File: config.mk
export PLATFORM = sky130hd
export DESIGN_NAME = wb_arbiter_flat
export DESIGN_NICKNAME = d
export VERILOG_FILES = /design/src/rtl/wb_arbiter_if.sv /design/src/rtl/wb_arbiter.sv /design/src/flat_wrapper.sv
export SDC_FILE = /design/constraint.sdc
export NUM_CORES = 1
export LEC_CHECK = 0
export BUFFER_PORTS_ARGS = -buffer_cell sky130_fd_sc_hd__buf_2
export CAP_MARGIN = 10
export CORE_UTILIZATION = 50
export DETAILED_ROUTE_END_ITERATION = 10
export PLACE_DENSITY_LB_ADDON = 0.2
export REMOVE_ABC_BUFFERS = 1
export SETUP_SLACK_MARGIN = 0.2
export SYNTH_ARGS = -nofsm -noshare
export SYNTH_HDL_FRONTEND = slang
export SYNTH_SLANG_ARGS = --single-unit
export TNS_END_PERCENT = 1
File: constraint.sdc
create_clock -name clk -period 12.45 [get_ports clk]
set_input_delay 3.1125 -clock clk [delete_from_list [all_inputs] [get_ports clk]]
set_output_delay 3.1125 -clock clk [all_outputs]
set_load 0.02 [all_outputs]
File: src/rtl/wb_arbiter_if.sv
// Bundle of the three execution-unit result channels plus the register-file
// write port and pending-destination mask driven by wb_arbiter.
interface wb_arbiter_if #(
   parameter int DATA_W = 32,
   parameter int RD_W   = 5
);
   logic                  alu_valid;
   logic [RD_W-1:0]       alu_rd;
   logic [DATA_W-1:0]     alu_data;
   logic                  alu_ready;

   logic                  mul_valid;
   logic [RD_W-1:0]       mul_rd;
   logic [DATA_W-1:0]     mul_data;
   logic                  mul_ready;

   logic                  lsu_valid;
   logic [RD_W-1:0]       lsu_rd;
   logic [DATA_W-1:0]     lsu_data;
   logic                  lsu_ready;

   logic                  wb_en;
   logic [RD_W-1:0]       wb_rd;
   logic [DATA_W-1:0]     wb_data;
   logic [1:0]            wb_src;
   logic [(1<<RD_W)-1:0]  pend_mask;

   modport master (
      output alu_valid, alu_rd, alu_data,
      output mul_valid, mul_rd, mul_data,
      output lsu_valid, lsu_rd, lsu_data,
      input  alu_ready, mul_ready, lsu_ready,
      input  wb_en, wb_rd, wb_data, wb_src, pend_mask
   );

   modport slave (
      input  alu_valid, alu_rd, alu_data,
      input  mul_valid, mul_rd, mul_data,
      input  lsu_valid, lsu_rd, lsu_data,
      output alu_ready, mul_ready, lsu_ready,
      output wb_en, wb_rd, wb_data, wb_src, pend_mask
   );
endinterface

File: src/rtl/wb_arbiter.sv
// Three-source writeback arbiter: per-source result queues drained round-robin,
// one result per cycle, into a registered register-file write port.
module wb_arbiter #(
   parameter int DATA_W = 32,
   parameter int RD_W   = 5,
   parameter int DEPTH  = 2
) (
   input logic         clk,
   input logic         rst,
   wb_arbiter_if.slave bus
);
   localparam int NSRC  = 3;
   localparam int PTR_W = (DEPTH > 1) ? $clog2(DEPTH) : 1;
   localparam int CNT_W = $clog2(DEPTH + 1);
   localparam int NREG  = 1 << RD_W;

   logic [NSRC-1:0]   w_valid, w_ready, w_push, w_pop, w_nonempty;
   logic [RD_W-1:0]   w_in_rd     [NSRC];
   logic [DATA_W-1:0] w_in_data   [NSRC];
   logic [RD_W-1:0]   w_head_rd   [NSRC];
   logic [DATA_W-1:0] w_head_data [NSRC];

   logic [RD_W-1:0]   r_q_rd   [NSRC][DEPTH];
   logic [DATA_W-1:0] r_q_data [NSRC][DEPTH];
   logic [DEPTH-1:0]  r_q_vld  [NSRC];
   logic [PTR_W-1:0]  r_head   [NSRC];
   logic [PTR_W-1:0]  r_tail   [NSRC];
   logic [CNT_W-1:0]  r_count  [NSRC];

   logic [1:0]        r_rr_ptr;
   logic              r_wb_en;
   logic [RD_W-1:0]   r_wb_rd;
   logic [DATA_W-1:0] r_wb_data;
   logic [1:0]        r_wb_src;

   logic              w_gnt_valid;
   logic [1:0]        w_gnt_idx, w_cand1, w_cand2;
   logic [NREG-1:0]   w_pend;

   function automatic logic [PTR_W-1:0] ptr_inc(input logic [PTR_W-1:0] p);
      if (p == PTR_W'(DEPTH - 1)) return '0;
      else return p + PTR_W'(1);
   endfunction

   function automatic logic [1:0] rr_inc(input logic [1:0] p);
      return (p >= 2'd2) ? 2'd0 : p + 2'd1;
   endfunction

   assign w_valid      = {bus.lsu_valid, bus.mul_valid, bus.alu_valid};
   assign w_in_rd[0]   = bus.alu_rd;
   assign w_in_rd[1]   = bus.mul_rd;
   assign w_in_rd[2]   = bus.lsu_rd;
   assign w_in_data[0] = bus.alu_data;
   assign w_in_data[1] = bus.mul_data;
   assign w_in_data[2] = bus.lsu_data;

   // Ready comes from registered occupancy only, so a full queue stays
   // not-ready in the cycle it is popped; rd==0 handshakes are dropped.
   for (genvar g = 0; g < NSRC; g++) begin : g_src
      assign w_ready[g]     = (r_count[g] < CNT_W'(DEPTH));
      assign w_nonempty[g]  = (r_count[g] != '0);
      assign w_push[g]      = w_valid[g] & w_ready[g] & (w_in_rd[g] != '0);
      assign w_pop[g]       = w_gnt_valid & (w_gnt_idx == 2'(g));
      assign w_head_rd[g]   = r_q_rd[g][r_head[g]];
      assign w_head_data[g] = r_q_data[g][r_head[g]];
   end

   // Round-robin grant: search rr_ptr+1, rr_ptr+2, rr_ptr.
   always_comb begin
      w_cand1     = rr_inc(r_rr_ptr);
      w_cand2     = rr_inc(w_cand1);
      w_gnt_valid = 1'b0;
      w_gnt_idx   = r_rr_ptr;
      if (w_nonempty[w_cand1]) begin
         w_gnt_valid = 1'b1;
         w_gnt_idx   = w_cand1;
      end else if (w_nonempty[w_cand2]) begin
         w_gnt_valid = 1'b1;
         w_gnt_idx   = w_cand2;
      end else if (w_nonempty[r_rr_ptr]) begin
         w_gnt_valid = 1'b1;
         w_gnt_idx   = r_rr_ptr;
      end else begin
         w_gnt_valid = 1'b0;
         w_gnt_idx   = r_rr_ptr;
      end
   end

   // Queue storage, pointers, per-entry valid bits and occupancy.
   always_ff @(posedge clk or posedge rst) begin
      if (rst) begin
         for (int i = 0; i < NSRC; i++) begin
            r_head[i]  <= '0;
            r_tail[i]  <= '0;
            r_count[i] <= '0;
            r_q_vld[i] <= '0;
            for (int j = 0; j < DEPTH; j++) begin
               r_q_rd[i][j]   <= '0;
               r_q_data[i][j] <= '0;
            end
         end
      end else begin
         for (int i = 0; i < NSRC; i++) begin
            if (w_push[i]) begin
               r_q_rd[i][r_tail[i]]   <= w_in_rd[i];
               r_q_data[i][r_tail[i]] <= w_in_data[i];
               r_tail[i]              <= ptr_inc(r_tail[i]);
            end
            if (w_pop[i]) begin
               r_head[i] <= ptr_inc(r_head[i]);
            end
            r_q_vld[i] <= (r_q_vld[i] & ~({DEPTH{w_pop[i]}} & (DEPTH'(1) << r_head[i])))
                        | ({DEPTH{w_push[i]}} & (DEPTH'(1) << r_tail[i]));
            case ({w_push[i], w_pop[i]})
               2'b10:   r_count[i] <= r_count[i] + CNT_W'(1);
               2'b01:   r_count[i] <= r_count[i] - CNT_W'(1);
               default: r_count[i] <= r_count[i];
            endcase
         end
      end
   end

   // Writeback stage and round-robin pointer.
   always_ff @(posedge clk or posedge rst) begin
      if (rst) begin
         r_rr_ptr  <= 2'd2;
         r_wb_en   <= 1'b0;
         r_wb_rd   <= '0;
         r_wb_data <= '0;
         r_wb_src  <= 2'd0;
      end else if (w_gnt_valid) begin
         r_rr_ptr  <= w_gnt_idx;
         r_wb_en   <= 1'b1;
         r_wb_rd   <= w_head_rd[w_gnt_idx];
         r_wb_data <= w_head_data[w_gnt_idx];
         r_wb_src  <= w_gnt_idx;
      end else begin
         r_wb_en   <= 1'b0;
      end
   end

   // Pending mask: every queued destination plus the one in the wb stage.
   always_comb begin
      w_pend = '0;
      for (int i = 0; i < NSRC; i++) begin
         for (int j = 0; j < DEPTH; j++) begin
            w_pend[r_q_rd[i][j]] = w_pend[r_q_rd[i][j]] | r_q_vld[i][j];
         end
      end
      w_pend[r_wb_rd] = w_pend[r_wb_rd] | r_wb_en;
      w_pend[0]       = 1'b0;
   end

   assign bus.alu_ready = w_ready[0];
   assign bus.mul_ready = w_ready[1];
   assign bus.lsu_ready = w_ready[2];
   assign bus.wb_en     = r_wb_en;
   assign bus.wb_rd     = r_wb_rd;
   assign bus.wb_data   = r_wb_data;
   assign bus.wb_src    = r_wb_src;
   assign bus.pend_mask = w_pend;
endmodule

File: src/flat_wrapper.sv
// flat-port wrapper written by rule: the top's interface ports become plain ports
module wb_arbiter_flat 
#(
   parameter int DATA_W = 32,
   parameter int RD_W   = 5,
   parameter int DEPTH  = 2
)
  (clk, rst, bus_alu_valid, bus_alu_rd, bus_alu_data, bus_mul_valid, bus_mul_rd, bus_mul_data, bus_lsu_valid, bus_lsu_rd, bus_lsu_data, bus_alu_ready, bus_mul_ready, bus_lsu_ready, bus_wb_en, bus_wb_rd, bus_wb_data, bus_wb_src, bus_pend_mask);
  wb_arbiter_if #(.DATA_W(DATA_W), .RD_W(RD_W)) bus_i ();
  input logic clk;
  input logic rst;
  input wire logic [$bits(bus_i.alu_valid)-1:0] bus_alu_valid;
  input wire logic [$bits(bus_i.alu_rd)-1:0] bus_alu_rd;
  input wire logic [$bits(bus_i.alu_data)-1:0] bus_alu_data;
  input wire logic [$bits(bus_i.mul_valid)-1:0] bus_mul_valid;
  input wire logic [$bits(bus_i.mul_rd)-1:0] bus_mul_rd;
  input wire logic [$bits(bus_i.mul_data)-1:0] bus_mul_data;
  input wire logic [$bits(bus_i.lsu_valid)-1:0] bus_lsu_valid;
  input wire logic [$bits(bus_i.lsu_rd)-1:0] bus_lsu_rd;
  input wire logic [$bits(bus_i.lsu_data)-1:0] bus_lsu_data;
  output wire logic [$bits(bus_i.alu_ready)-1:0] bus_alu_ready;
  output wire logic [$bits(bus_i.mul_ready)-1:0] bus_mul_ready;
  output wire logic [$bits(bus_i.lsu_ready)-1:0] bus_lsu_ready;
  output wire logic [$bits(bus_i.wb_en)-1:0] bus_wb_en;
  output wire logic [$bits(bus_i.wb_rd)-1:0] bus_wb_rd;
  output wire logic [$bits(bus_i.wb_data)-1:0] bus_wb_data;
  output wire logic [$bits(bus_i.wb_src)-1:0] bus_wb_src;
  output wire logic [$bits(bus_i.pend_mask)-1:0] bus_pend_mask;
  assign bus_i.alu_valid = bus_alu_valid;
  assign bus_i.alu_rd = bus_alu_rd;
  assign bus_i.alu_data = bus_alu_data;
  assign bus_i.mul_valid = bus_mul_valid;
  assign bus_i.mul_rd = bus_mul_rd;
  assign bus_i.mul_data = bus_mul_data;
  assign bus_i.lsu_valid = bus_lsu_valid;
  assign bus_i.lsu_rd = bus_lsu_rd;
  assign bus_i.lsu_data = bus_lsu_data;
  assign bus_alu_ready = bus_i.alu_ready;
  assign bus_mul_ready = bus_i.mul_ready;
  assign bus_lsu_ready = bus_i.lsu_ready;
  assign bus_wb_en = bus_i.wb_en;
  assign bus_wb_rd = bus_i.wb_rd;
  assign bus_wb_data = bus_i.wb_data;
  assign bus_wb_src = bus_i.wb_src;
  assign bus_pend_mask = bus_i.pend_mask;
  wb_arbiter #(.DATA_W(DATA_W), .RD_W(RD_W), .DEPTH(DEPTH)) u_core (.clk(clk), .rst(rst), .bus(bus_i));
endmodule
==> metrics.md, run 1 <==
| Metric | Value |
|---|---|
| Run status | `complete, no violations` |
| Util after Layout | `between 50% and 60%` |
| Slew HR | `between 20% and 30%` |
| Vert. Die Dim | `196 um` |
| Initial antenna violation count | `14` |
| Sequential Power Share | `30.6%` |
| Worst-Margin Slew | `1170 ps` |
| Vias per cell | `6.66` |
| Row cnt | `70` |
| Switching part of the total power | `48.7%` |
| H-tree levels | `1` |
| Crit-path cells | `and3b_1, nand2_1, o311ai_0, o2111a_1, nand3_1, o31ai_1, nor2_1, or4_1, nor3_4, a31oi_1, o32ai_4, and4b_1, buf_4, a2bb2oi_1, o211ai_1, or3_1, o31a_1, a311oi_1, o311a_2, a31oi_1, buf_2` |
| Final worst path period share | `about 94%` |
| Starting DRC count in detailed routing | `1425` |
| # fillers | `3296` |
| I/O Pins | `191` |
| Max stage delay on crit path | `around 720 ps` |
| CP Max Fanout | `17` |
| Ratio of cells with drive above 1 in the final layout | `between 20% and 30%` |
| Die width | `between 150 and 200 um` |
| Routed Antenna Nets | `0` |
| FF/Latch Area | `7040 um2` |
| Critical-path top delay cell | `dfrtp_1` |
| RSZ-0062 raised after global routing | `false` |
| Total Wirelength | `66000 um` |
| Initial Utilization | `51.2%` |
| Crit Path Class | `register to primary output` |
| Type of the worst min-delay path | `register to register` |
| Clock Latency Late Sink | `around 520 ps` |
| PortBufs | `189` |
| Cell mode on critical path | `a31oi_1` |
| Hold Slack | `approximately 500 ps` |
| DP HPWL | `between 40000 and 50000 um` |
| Root Buffer | `clkbuf_16` |
| Vias | `17450` |
| FF-to-FF setup slack | `8720 ps` |
| Critical register-to-register path endpoint | `u_core.r_count[5]` |
| Yosys warns | `0` |
| Max Fclk | `85.5 MHz` |
| Combinational power share | `between 50% and 60%` |
| Wire per inst | `25.2 um` |
| CP Launch Type | `register` |
| Reg2reg start | `u_core.r_count[4]` |
| Residual DRC count | `0` |
| Count of final setup violators | `0` |
| Cell variety after synth | `90` |
| Setup TNS | `0 ps` |
| Syn Inst Count | `2046` |
| Hold Path End | `u_core.bus.wb_src[1]` |
| Clock Skews | `between 10 and 15 ps` |
| Number of CTS-inserted buffers | `25` |
| Most frequent cells in the layout | `dfrtp_1, mux2_2, nand2_1, buf_2, nor2_1` |
| Min cycle time layout | `11700 ps` |
| Clock power frac | `11.8%` |
| Synth Area per Inst | `slightly above 9 um2` |
| Predominant post-synthesis flop cell | `dfrtp_1` |
| Min-delay src | `u_core.bus.wb_src[1]` |
| Sw power | `3.04 mW` |
| Footprint of the multi-input gates | `11100 um2` |
| Nets | `2248` |
| Mapped cell area | `18800 um2` |
| Worst-path clk slew | `roughly 60 ps` |
| Sequential cell area fraction in the yosys report | `37.4%` |
| Core Area | `between 30000 and 40000 um2` |
| Ys async rst share | `100%` |
| Pint | `3.20 mW` |
| CP required | `9340 ps` |
| Worst Hold Depth | `1` |
| Routability cong. | `0.996` |
| Power Dens Cells | `300 nW/um2` |
| GR Util All Layers | `33.8%` |
| Commonest non-fill, non-tap cell in the layout | `dfrtp_1` |
| EDFF count, synth | `0` |
| CTS max path bufs | `3` |
| Area growth syn-to-layout | `10.6%` |
| Number of global-route vias before repair | `17275` |
| Overflow after GRT | `0` |
| Hold buffer count at CTS | `0` |
| Largest net degree at the start of global routing | `127` |
| Leakage power | `8.43 nW` |
| Fin. Hold Viols | `0` |
| First-pass GRT wire length | `101000 um` |
| R2R cell count | `10` |
| Die Area | `38400 um2` |
| Max-slew violations | `0` |
| DRT Pass-1 Iters | `6` |
| Synth Register Bits | `between 200 and 300` |
| Worst vdd ir | `just under 0.2 mV` |
| Max-cap violations | `0` |
| CP endpoint kind | `primary output` |
| Critical Path AT | `approximately 8600 ps` |
| CTS tree | `built` |
| Num Clock Sinks | `roughly 280` |
-- flip-flops by register name, summed over array words and instances (netlist names) --
| name | flops |
|---|---|
| u_core.r_q_data | 192 |
| u_core.r_q_rd | 30 |
| u_core.bus.wb_src | 2 |
| u_core.r_q_vld | 6 |
| u_core.r_head | 3 |
| u_core.r_rr_ptr | 1 |
| u_core.r_count | 6 |
| u_core.bus.wb_rd | 5 |
| u_core.bus.wb_en | 1 |
| u_core.r_tail | 3 |
| u_core.bus.wb_data | 32 |
-- timing repair --
action / CTS / global route
buffers inserted: 0 / 5
endpoints found under the hold margin: 0 / 0
endpoints found under the setup margin: 0 / 25
resized for setup: 0 / 7
-- synthesized netlist by cell type (8+ instances only) --
library cell | count | area share [%]
o21ai_0 | 100 | 2.7
nor3_1 | 77 | 2.0
o32ai_1 | 10 | 0.47
nor4_1 | 20 | 0.66
nor3b_1 | 14 | 0.56
o21a_1 | 10 | 0.40
a2111oi_0 | 11 | 0.51
dfrtp_1 | 280 | 37
o211ai_1 | 28 | 1.1
mux2i_1 | 92 | 4.9
nand2b_1 | 16 | 0.53
xnor2_1 | 21 | 0.98
o22ai_1 | 15 | 0.50
and3_1 | 10 | 0.33
a211oi_1 | 30 | 1.2
nand2_1 | 204 | 4.1
a31oi_1 | 40 | 1.3
buf_2 | 13 | 0.35
or3_1 | 12 | 0.40
or2_2 | 15 | 0.50
nand3_1 | 36 | 0.96
a221oi_1 | 41 | 1.9
clkbuf_1 | 127 | 2.5
and2_1 | 24 | 0.80
nand3b_1 | 9 | 0.36
a21oi_1 | 73 | 1.9
mux2_2 | 258 | 15
buf_1 | 20 | 0.40
nand4_1 | 17 | 0.57
nor2b_1 | 27 | 0.90
nor2_1 | 181 | 3.6
inv_1 | 25 | 0.50
and3b_1 | 8 | 0.37
o31ai_1 | 20 | 0.80
o221ai_1 | 14 | 0.65
or4_1 | 8 | 0.32
-- logic make-up (layout without fill, tap and decap cells) --
group | Yosys count | after routing | share of synthesized area (%)
adder cells (fa/ha/maj) | 3 | 3 | 0.199
buffers and inverters | 190 | 290 | 4.02
multiplexers | 350 | 350 | 20.3
AO/OA/AOI/OAI | 486 | 486 | 18.2
flip-flops | 281 | 281 | 37.4
other | 1 | 9 | 0.0199
XOR/XNOR | 24 | 24 | 1.12
AND/OR/NAND/NOR | 711 | 711 | 18.8
-- worst max-delay path: cells and delay by family, from the launching register on --
| family | cells | cell delay [ps] |
|---|---|---|
| and+or+nand+nor | 8 | 3040 |
| buffers and inverters | 2 | 400 |
| DFF | 1 | 720 |
| AOI/OAI and AO/OA | 11 | 3900 |
-- stage by stage --
step	setup slack, ps	area (um2)	total power, mW	std cells
after global placement	1360	20000	5.35	2565
after CTS	553	20700	6.16	2609
after floorplan	1590	18200	4.17	1881
after detailed placement	1130	20000	5.41	2565
after global routing	216	20800	6.59	2618
final	750	20800	6.24	2622
-- power groups by stage --
stage	Clock, mW	Sequential [mW]	Combinational, mW
final	0.735	1.91	3.59
after global placement	0	1.87	3.48
after CTS	0.745	1.89	3.53
after detailed placement	0	1.90	3.51
after floorplan	0	1.88	2.29
after global routing	0.775	1.97	3.84
-- cell type report --
class / count / area share, %
diodes: 8 / 0.0962
clock buffers: 39 / 3.59
clock inverters: 5 / 0.132
inverters: 25 / 0.487
multi-input cells: 1575 / 53.3
flip-flops and latches: 281 / 33.8
well taps: 468 / 2.81
repair buffers: 221 / 5.76
-- how the worst max path moves through the flow --
stage	start	endpoint
final	u_core.r_q_rd[21]	bus_pend_mask[6]
after global routing	u_core.r_q_rd[24]	bus_pend_mask[5]
after CTS	u_core.r_q_rd[22]	bus_pend_mask[6]
after global placement	u_core.r_q_rd[22]	bus_pend_mask[1]
after floorplan	rst	u_core.bus.wb_data[0]
after detailed placement	u_core.r_q_rd[22]	bus_pend_mask[6]
-- per-layer routing --
metal / GRT usage [%] / up-vias / wire length (um)
met2: 58.1 / 737 / 32400
met4: 11.9 / 14 / 2130
met3: 5.43 / 152 / 4850
met1: 43.2 / 8719 / 26600
li1: - / 7828 / -
met5: 0 / - / 85
Power figures use the tool's default switching activity.
==> run 2: changes to the inputs <==
--- a/config.mk
+++ b/config.mk
@@ -8,6 +8,7 @@
 export BUFFER_PORTS_ARGS = -buffer_cell sky130_fd_sc_hd__buf_2
 export CAP_MARGIN = 10
 export CORE_UTILIZATION = 50
+export CTS_BUF_LIST = sky130_fd_sc_hd__clkbuf_16
 export DETAILED_ROUTE_END_ITERATION = 10
 export PLACE_DENSITY_LB_ADDON = 0.2
 export REMOVE_ABC_BUFFERS = 1
==> run 2 against run 1 <==
Compared with the run above:
- final area shrank 0.34%
- count of clock-buffer cells in the layout fell by 14
- global-route usage down 0.059 points
- first-iteration DRC count down 3.4%
- utilization down 0.19 points
- wire length decreased by 0.54%
- worst hold slack got worse by 0.73 ps
- largest power group unchanged
==> metrics.md, run 2 (same netlist as run 1, synthesis figures left out) <==
| Metric | Value |
|---|---|
| Run status | `complete, no violations (unchanged)` |
| Overflow after GRT | `0 (unchanged)` |
| Vert. Die Dim | `196 um (unchanged)` |
| Routability cong. | `0.996 (unchanged)` |
| Worst-path clk slew | `60 ps (about the same)` |
| I/O Pins | `191 (unchanged)` |
| Clock Skews | `9.00 ps (was 11.0 ps)` |
| Core Area | `36800 um2 (unchanged)` |
| Critical Path AT | `8540 ps (was 8590 ps)` |
| Die Area | `38400 um2 (unchanged)` |
| DRT Pass-1 Iters | `5 (was 6)` |
| Largest net degree at the start of global routing | `127 (unchanged)` |
| Max Fclk | `85.8 MHz (was 85.5 MHz)` |
| Fin. Hold Viols | `0 (unchanged)` |
| Number of global-route vias before repair | `17240 (was 17275)` |
| CTS tree | `built (unchanged)` |
| CP endpoint kind | `primary output (unchanged)` |
| Post-route cell area | `20700 um2 (was 20800 um2)` |
| Residual DRC count | `0 (unchanged)` |
| Final worst path period share | `93.6% (was 94.0%)` |
| Number of CTS-inserted buffers | `25 (unchanged)` |
| Num Clock Sinks | `281 (unchanged)` |
| Hold buffer count at CTS | `0 (unchanged)` |
| CTS max path bufs | `3 (unchanged)` |
| Type of the worst min-delay path | `register to register (unchanged)` |
| Row cnt | `70 (unchanged)` |
| PortBufs | `189 (unchanged)` |
| Area growth syn-to-layout | `10.2% (was 10.6%)` |
| Power Dens Cells | `298 nW/um2 (was 300 nW/um2)` |
| Vias per cell | `6.64 (was 6.66)` |
| Slew HR | `22.8% (was 22.1%)` |
| Ratio of cells with drive above 1 in the final layout | `26.6% (was 26.9%)` |
| Count of final setup violators | `0 (unchanged)` |
| First-pass GRT wire length | `101000 um (about the same)` |
| Min cycle time layout | `11660 ps (was 11700 ps)` |
| Total Wirelength | `65600 um (was 66000 um)` |
| CP required | `9340 ps (about the same)` |
| Root Buffer | `clkbuf_16 (unchanged)` |
| Leakage power | `8.42 nW (was 8.43 nW)` |
| Wire per inst | `25.0 um (was 25.2 um)` |
| RSZ-0062 raised after global routing | `false (unchanged)` |
| Worst-Margin Slew | `1160 ps (was 1170 ps)` |
| Initial Utilization | `51.2% (unchanged)` |
| Routed Antenna Nets | `0 (unchanged)` |
| Top reg by flops | `u_core.r_q_data (unchanged)` |
| Max FFs per register | `192 (unchanged)` |
| DP HPWL | `46900 um (unchanged)` |
| GR Util All Layers | `33.8% (about the same)` |
| CP Max Fanout | `17 (unchanged)` |
| H-tree levels | `1 (unchanged)` |
| Initial antenna violation count | `13 (was 14)` |
| Nets | `2248 (unchanged)` |
| Max-cap violations | `0 (unchanged)` |
| Worst vdd ir | `0.194 mV (was 0.193 mV)` |
| Setup TNS | `0 ps (unchanged)` |
| Die width | `196 um (unchanged)` |
| Most frequent cells in the layout | `dfrtp_1, mux2_2, nand2_1, buf_2, nor2_1 (unchanged)` |
| Vias | `17419 (was 17450)` |
| # fillers | `3302 (was 3296)` |
| CP Launch Type | `register (unchanged)` |
| Crit Path Class | `register to primary output (unchanged)` |
| Commonest non-fill, non-tap cell in the layout | `dfrtp_1 (unchanged)` |
| Hold Slack | `497 ps (was 498 ps)` |
| Clock Latency Late Sink | `510 ps (was 520 ps)` |
| Max-slew violations | `0 (unchanged)` |
| Placed inst area | `20000 um2 (unchanged)` |
| Starting DRC count in detailed routing | `1376 (was 1425)` |
## run 2: report_power, final
group / switching, mW / internal (mW) / total [mW]
Clock: 0.320 / 0.362 / 0.683
Sequential: 0.512 / 1.40 / 1.91
Combinational: 2.20 / 1.39 / 3.59
Total: 3.03 / 3.15 / 6.18
## run 2: repair_timing
action / CTS / global route
setup endpoints to repair: 0 / 25
buffers inserted: 0 / 5
resized for setup: 0 / 7
## run 2: per-layer routing
layer / up-vias / global-route usage [%] / share of wire, %
met5: - / 0.511 / 0.11
met4: 12 / 11.5 / 3.0
met3: 145 / 5.33 / 7.4
met2: 771 / 58.1 / 49
met1: 8654 / 43.2 / 40
li1: 7837 / - / -
## run 2: path summary, 6_finish.rpt
check / startpoint / to / slack, ps / cells after the start
worst max-delay path: u_core.r_q_rd[21] / bus_pend_mask[6] / 790 / 21
worst min-delay path: u_core.bus.wb_src[1] / u_core.bus.wb_src[1] / 500 / 1
worst max register to register: u_core.r_count[4] / u_core.r_count[5] / 8710 / 10
worst min register to register: u_core.bus.wb_src[1] / u_core.bus.wb_src[1] / 500 / 1
max in group asynchronous: rst / u_core.bus.wb_data[31] / 8040 / 3
min in group asynchronous: rst / u_core.r_q_data[167] / 2780 / 2
## run 2: metrics by stage
| step | std cells | utilization (%) | power [mW] | setup WS (ps) |
|---|---|---|---|---|
| 2_1_floorplan | 1881 | - | 4.17 | 1590 |
| 3_3_place_gp | 2565 | 54.2 | 5.35 | 1360 |
| 3_5_place_dp | 2565 | 54.2 | 5.41 | 1130 |
| 4_1_cts | 2609 | 56.2 | 6.11 | 555 |
| 5_1_grt | 2618 | 56.4 | 6.53 | 217 |
| 6_report | 2622 | 56.4 | 6.18 | 794 |
## run 2: cell type report
cell class | count | area, um2 | area share, %
multi-input cells | 1575 | 11100 | 53.5
clock inverters | 19 | 80.1 | 0.386
well taps | 468 | 586 | 2.82
inverters | 25 | 101 | 0.489
repair buffers | 221 | 1200 | 5.78
diodes | 8 | 20.0 | 0.0965
clock buffers | 25 | 626 | 3.02
flip-flops and latches | 281 | 7040 | 33.9
## run 2: critical path, cell delays in order (launching register included)
cell and delay, ps:
dfrtp_1 720, and3b_1 420, nand2_1 150, o311ai_0 510, o2111a_1 440, nand3_1 350
o31a_1 430, a22o_1 230, or4_1 690, o31ai_1 570, or2_2 210, a32oi_1 210
and4b_1 310, buf_4 200, a2bb2oi_1 250, o211ai_1 180, or3_1 640, o31a_1 370
a311oi_1 350, o311a_2 440, a31oi_1 140, buf_2 200
